$ cat config.mk
export PLATFORM = sky130hd
export DESIGN_NAME = an_decode_seq
export DESIGN_NICKNAME = d
export VERILOG_FILES = /design/src/rtl/an_decode_seq.sv
export SDC_FILE = /design/constraint.sdc
export NUM_CORES = 1
export LEC_CHECK = 0
export CORE_ASPECT_RATIO = 0.6
export CORE_MARGIN = 5
export CORE_UTILIZATION = 50
export DETAILED_ROUTE_END_ITERATION = 10
export HOLD_SLACK_MARGIN = 0.15
export PLACE_DENSITY_LB_ADDON = 0.3
export SKIP_CTS_REPAIR_TIMING = 1
export SYNTH_ARGS = -nofsm -noshare
export SYNTH_HDL_FRONTEND = slang
export SYNTH_SLANG_ARGS = --single-unit
$ cat constraint.sdc
create_clock -name clk -period 3.5 [get_ports clk]
set_input_delay 1.05 -clock clk [delete_from_list [all_inputs] [get_ports clk]]
set_output_delay 1.05 -clock clk [all_outputs]
set_load 0.05 [all_outputs]
$ cat src/rtl/an_decode_seq.sv
// Multi-cycle AN-code (A=47) single-error-correcting decoder: residue, error search
// and restoring division share one serial add/compare/subtract datapath.
//
// state | meaning
// IDLE  | waiting for a codeword, in_ready high
// RES   | bit-serial residue of the received word, MSB first
// SRCH  | match residue against +/-2^i mod A, fix one bit on a consistent match
// DIV   | restoring division of the (corrected) word by A
// DONE  | result presented until accepted
module an_decode_seq #(
  parameter int A    = 47,
  parameter int AN_W = 23,
  parameter int N_W  = 17,
  parameter int R_W  = 6
) (
  input  logic            clk,
  input  logic            rst_n,
  input  logic            in_valid,
  output logic            in_ready,
  input  logic [AN_W-1:0] in_code,
  output logic            out_valid,
  input  logic            out_ready,
  output logic [N_W-1:0]  out_data,
  output logic            out_corrected,
  output logic            out_uncorrect
);

  localparam int IDX_W = $clog2(AN_W);
  localparam logic [R_W:0]     A_C     = (R_W+1)'(A);
  localparam logic [IDX_W-1:0] IDX_TOP = IDX_W'(AN_W-1);

  typedef enum logic [2:0] {S_IDLE, S_RES, S_SRCH, S_DIV, S_DONE} state_t;

  state_t           r_state, w_state_nxt;
  logic [AN_W-1:0]  r_code;
  logic [R_W:0]     r_res;
  logic [R_W:0]     r_p;
  logic [IDX_W-1:0] r_idx;
  logic [N_W-1:0]   r_quot;
  logic             r_corr, r_unc;

  logic             w_bit, w_ge, w_match, w_acc, w_idx_zero, w_idx_top;
  logic [R_W:0]     w_sum, w_red, w_p2, w_p2_red, w_neg_p;

  // One shared step: residue accumulation in RES, remainder/quotient bit in DIV.
  assign w_bit      = r_code[r_idx];
  assign w_sum      = {r_res[R_W-1:0], w_bit};
  assign w_ge       = (w_sum >= A_C);
  assign w_red      = w_ge ? (w_sum - A_C) : w_sum;
  assign w_p2       = {r_p[R_W-1:0], 1'b0};
  assign w_p2_red   = (w_p2 >= A_C) ? (w_p2 - A_C) : w_p2;
  assign w_neg_p    = A_C - r_p;
  assign w_match    = ((r_res == r_p) && w_bit) || ((r_res == w_neg_p) && !w_bit);
  assign w_acc      = in_valid && (r_state == S_IDLE);
  assign w_idx_zero = (r_idx == '0);
  assign w_idx_top  = (r_idx == IDX_TOP);

  always_ff @(posedge clk or negedge rst_n) begin
    if (!rst_n) r_state <= S_IDLE;
    else        r_state <= w_state_nxt;
  end

  always_comb begin
    w_state_nxt = r_state;
    case (r_state)
      S_IDLE: if (w_acc) w_state_nxt = S_RES;
      S_RES:  if (w_idx_zero) w_state_nxt = (w_red == '0) ? S_DIV : S_SRCH;
      S_SRCH: if (w_match || w_idx_top) w_state_nxt = S_DIV;
      S_DIV:  if (w_idx_zero) w_state_nxt = S_DONE;
      S_DONE: if (out_ready) w_state_nxt = S_IDLE;
      default: w_state_nxt = S_IDLE;
    endcase
  end

  always_comb begin
    in_ready      = (r_state == S_IDLE);
    out_valid     = (r_state == S_DONE);
    out_data      = (r_state == S_DONE) ? r_quot : '0;
    out_corrected = (r_state == S_DONE) && r_corr;
    out_uncorrect = (r_state == S_DONE) && r_unc;
  end

  always_ff @(posedge clk or negedge rst_n) begin
    if (!rst_n) begin
      r_code <= '0;
      r_res  <= '0;
      r_p    <= '0;
      r_idx  <= '0;
      r_quot <= '0;
      r_corr <= 1'b0;
      r_unc  <= 1'b0;
    end else begin
      case (r_state)
        S_IDLE: if (w_acc) begin
          r_code <= in_code;
          r_res  <= '0;
          r_idx  <= IDX_TOP;
          r_quot <= '0;
          r_corr <= 1'b0;
          r_unc  <= 1'b0;
        end
        S_RES: begin
          r_res <= w_red;
          if (!w_idx_zero)        r_idx <= r_idx - 1'b1;
          else if (w_red == '0)   r_idx <= IDX_TOP;
          else begin
            r_idx <= '0;
            r_p   <= (R_W+1)'(1);
          end
        end
        S_SRCH: begin
          // Leaving the search: residue register is reused as the division remainder.
          if (w_match) begin
            r_code[r_idx] <= ~w_bit;
            r_corr        <= 1'b1;
            r_res         <= '0;
            r_idx         <= IDX_TOP;
          end else if (w_idx_top) begin
            r_unc <= 1'b1;
            r_res <= '0;
            r_idx <= IDX_TOP;
          end else begin
            r_idx <= r_idx + 1'b1;
            r_p   <= w_p2_red;
          end
        end
        S_DIV: begin
          r_res  <= w_red;
          r_quot <= {r_quot[N_W-2:0], w_ge};
          if (!w_idx_zero) r_idx <= r_idx - 1'b1;
        end
        default: ;
      endcase
    end
  end

endmodule

==> summary.txt <==
Synth
  • Number of synthesized flops with an enable pin: 0
  • #FFs+latches synth: 64
  • Post-synthesis sequential area ratio: 0.379
  • Post-Synthesis Cell Area: 4220 um^2
  • Syn nets: 528
  • Top post-synthesis cells by count: nand2_1 (78), dfrtp_1 (64), a21oi_1 (52), clkbuf_1 (29), o22ai_1 (27)
  • Ys Warns: 0
  • Synth async-reset ratio: 1.00
  • Most numerous cell in the Yosys netlist: nand2_1
  • Post-synthesis cell count: 493
  • Synth Area per Inst: 8.57 um^2
  • Largest area contributor in the netlist: dfrtp_1
  • Main area contributors after synthesis: dfrtp_1 (38%), nand2_1 (6.9%), a21oi_1 (6.2%), a22o_1 (4.8%), o22ai_1 (4.0%)
  • Library cells used by synthesis: 56
  • Main flop type after synthesis: dfrtp_1
  • Yosys top cell area share: 0.379

Setup path
  • Worst path required time: 3.72 ns
  • Worst R2R Setup Slack: 0.09 ns
  • Crit path to: r_p[4]
  • Highest cell delay on the worst timing path: 0.55 ns
  • Reg2Reg Depth: 12
  • Most used cell, CP: and3_1
  • Critical path capture point type: flip-flop
  • Critical Path Start Type: flip-flop
  • Worst EP arrival: 3.63 ns
  • Worst path slowest cell: mux4_2
  • Crit-path cells: mux4_2 > a311oi_4 > a21oi_4 > ha_2 > and3_1 > nor2_2 > a21oi_1 > and3_1 > mux2i_2 > nor4_4 > a211o_4 > a22o_1
  • R2R Path End: r_p[4]
  • CP Max Fanout: 8
  • Worst r2r src: r_idx[0]
  • WS Path Type: flip-flop to flip-flop
  • Critical path launch point: r_idx[0]

Placement
  • Dpl ws: -0.0861 ns
  • Input/output buffers: 47
  • RD Place Congestion: 0.930
  • Dpl cell area: 4850 um^2
  • DP HPWL: 8.40 mm

Power and ir drop
  • Switching share of power: 0.474
  • Pleak: 2.24 nW
  • Peak supply drop: 502 uV
  • Clock Power Share: 0.167
  • Power Total: 5.12 mW
  • Combinational power share: 0.552
  • PD cells: 986 nW/um^2
  • Int Pwr: 2.69 mW
  • P_sw: 2.43 mW
  • Flop pwr share: 0.281

Clock network
  • Max clock buf depth: 2
  • Skew-Pair Late Insertion Delay: 0.34 ns
  • Clock-pin slew on the worst setup and hold paths: 0.06 ns
  • CTS Sinks: 64
  • Number of H-tree levels: 3
  • Num CTS Buffers: 9
  • Clock Tree Root: clkbuf_16
  • CTS tree: yes

Timing
  • Worst Skew: 0.00604 ns
  • Final setup vio count: 0
  • Final Critical Period: 3.41 ns
  • Final period util: 0.973
  • Slew @ Worst Pin: 1.27 ns
  • Fin. Hold Viols: 0
  • Max-slew violations: 0
  • Max_slew headroom: 0.152
  • Min Hold Slack: 0.503 ns
  • Final Worst Setup Slack: 0.0939 ns
  • Fmax: 294 MHz

Finish
  • Fin area: 5200 um^2
  • Synth-to-layout area growth: 23.1%
  • Layout Nets: 575
  • Share of layout cells above drive strength 1: 0.183
  • Antenna diode count: 0

Route
  • First-pass DRT Iterations: 7
  • DR iter-0 viols: 401
  • DR WL/cell: 18.5 um
  • Via Count: 4,113
  • ANT nets after route: 0
  • Residual DRC count: 0
  • Vias per std cell: 6.26
  • Drt total wl: 12.1 mm

GRT
  • Vias in the first global route: 3,799
  • Antenna violations before repair: 0
  • Largest net degree at the start of global routing: 56
  • First-pass GRT wire length: 19.6 mm
  • Global routing's busiest layer: met1
  • Met3 Use GR: 0.0591
  • Met1 Use GR: 0.365
  • Overflow after GRT: 0
  • Gr usage total: 0.238
  • Met2 Use GR: 0.330

Floorplan
  • Die area: 10,400 um^2
  • Ports: 48
  • Die width: 129 um
  • Chip height: 81.2 um
  • Row cnt: 26
  • Initial Util: 0.505
  • Core Area: 8360 um^2

Status
  • Status: complete, no violations

Run
  • Max-Cap Viols: 0

Worst hold path
  • Class of the tightest hold or removal check: flip-flop to flip-flop
## kinds of logic after synthesis
group / Yosys count / synth area share
adders and majority gates: 8 / 0.0237
muxes: 15 / 0.0456
DFF: 64 / 0.379
buffers and inverters: 53 / 0.0551
xor gates and xnor gates: 13 / 0.0270
and+or+nand+nor: 160 / 0.179
AOI/OAI and AO/OA: 180 / 0.290
## worst max-delay path: cells and delay by family, from the launching register on
family,cells,cell delay [ns]
mux,2,0.78
simple gates,4,0.67
compound gates,5,1.14
flops,1,0.46
fa+ha+maj,1,0.23
## registers in the layout (all words and copies together), names as in the netlist
register,flops
r_res,7
r_corr,1
r_idx,5
r_code,23
r_state,3
r_quot,17
r_p,7
r_unc,1
## layout make-up
class	instances	area [um^2]
timing repair buffer	74	681
inverter	15	56.3
multi-input combinational	376	2430
fill	694	3160
sequential	64	1600
tap	112	140
clock buffer	10	239
clock inverter	6	43.8
## layer usage
layer	wire [um]	share of wire
met1	5710	0.47
met2	5210	0.43
met3	1060	0.087
met4	146	0.012
met5	0	0
## power groups by stage
stage	sequential [mW]	combinational [mW]	clock (mW)
after global placement	1.42	2.60	0
final	1.44	2.83	0.855
after floorplan	1.23	2.14	0
after global routing	1.47	3.09	0.895
after CTS	1.42	2.70	0.865
after detailed placement	1.43	2.68	0
## placed cells by master (no fill, tap or decap), types with 13 or more instances in the layout
cell type / netlist / layout
a22o_1: 23 / 23
dfrtp_1: 64 / 62
o21ai_0: 19 / 18
nand2_1: 78 / 78
inv_1: 13 / 13
nor3_1: 14 / 13
a21oi_1: 52 / 52
o22ai_1: 27 / 27
a21oi_2: 17 / 17
clkdlybuf4s50_1: 0 / 26
and3_1: 21 / 21
buf_4: 2 / 42
nor2_1: 21 / 20
## how the worst min path moves through the flow
stage	from	to	slack [ns]	cells past startpoint
floorplan	r_quot[16]	r_quot[16]	0.46	1
global placement	r_quot[16]	r_quot[16]	0.48	1
detailed placement	r_quot[16]	r_quot[16]	0.49	1
CTS	r_quot[16]	r_quot[16]	0.50	1
global route	r_quot[0]	r_quot[0]	0.52	2
finish	r_quot[16]	r_quot[16]	0.50	1
## through the flow
step	util	TNS (ns)	instances
2_1_floorplan	-	0	493
3_3_place_gp	0.581	0	637
3_5_place_dp	0.581	-0.174	637
4_1_cts	0.614	-0.307	653
5_1_grt	0.622	-0.00830	657
6_report	0.622	0	657
Note: power is estimated with default switching activity, not from simulation.
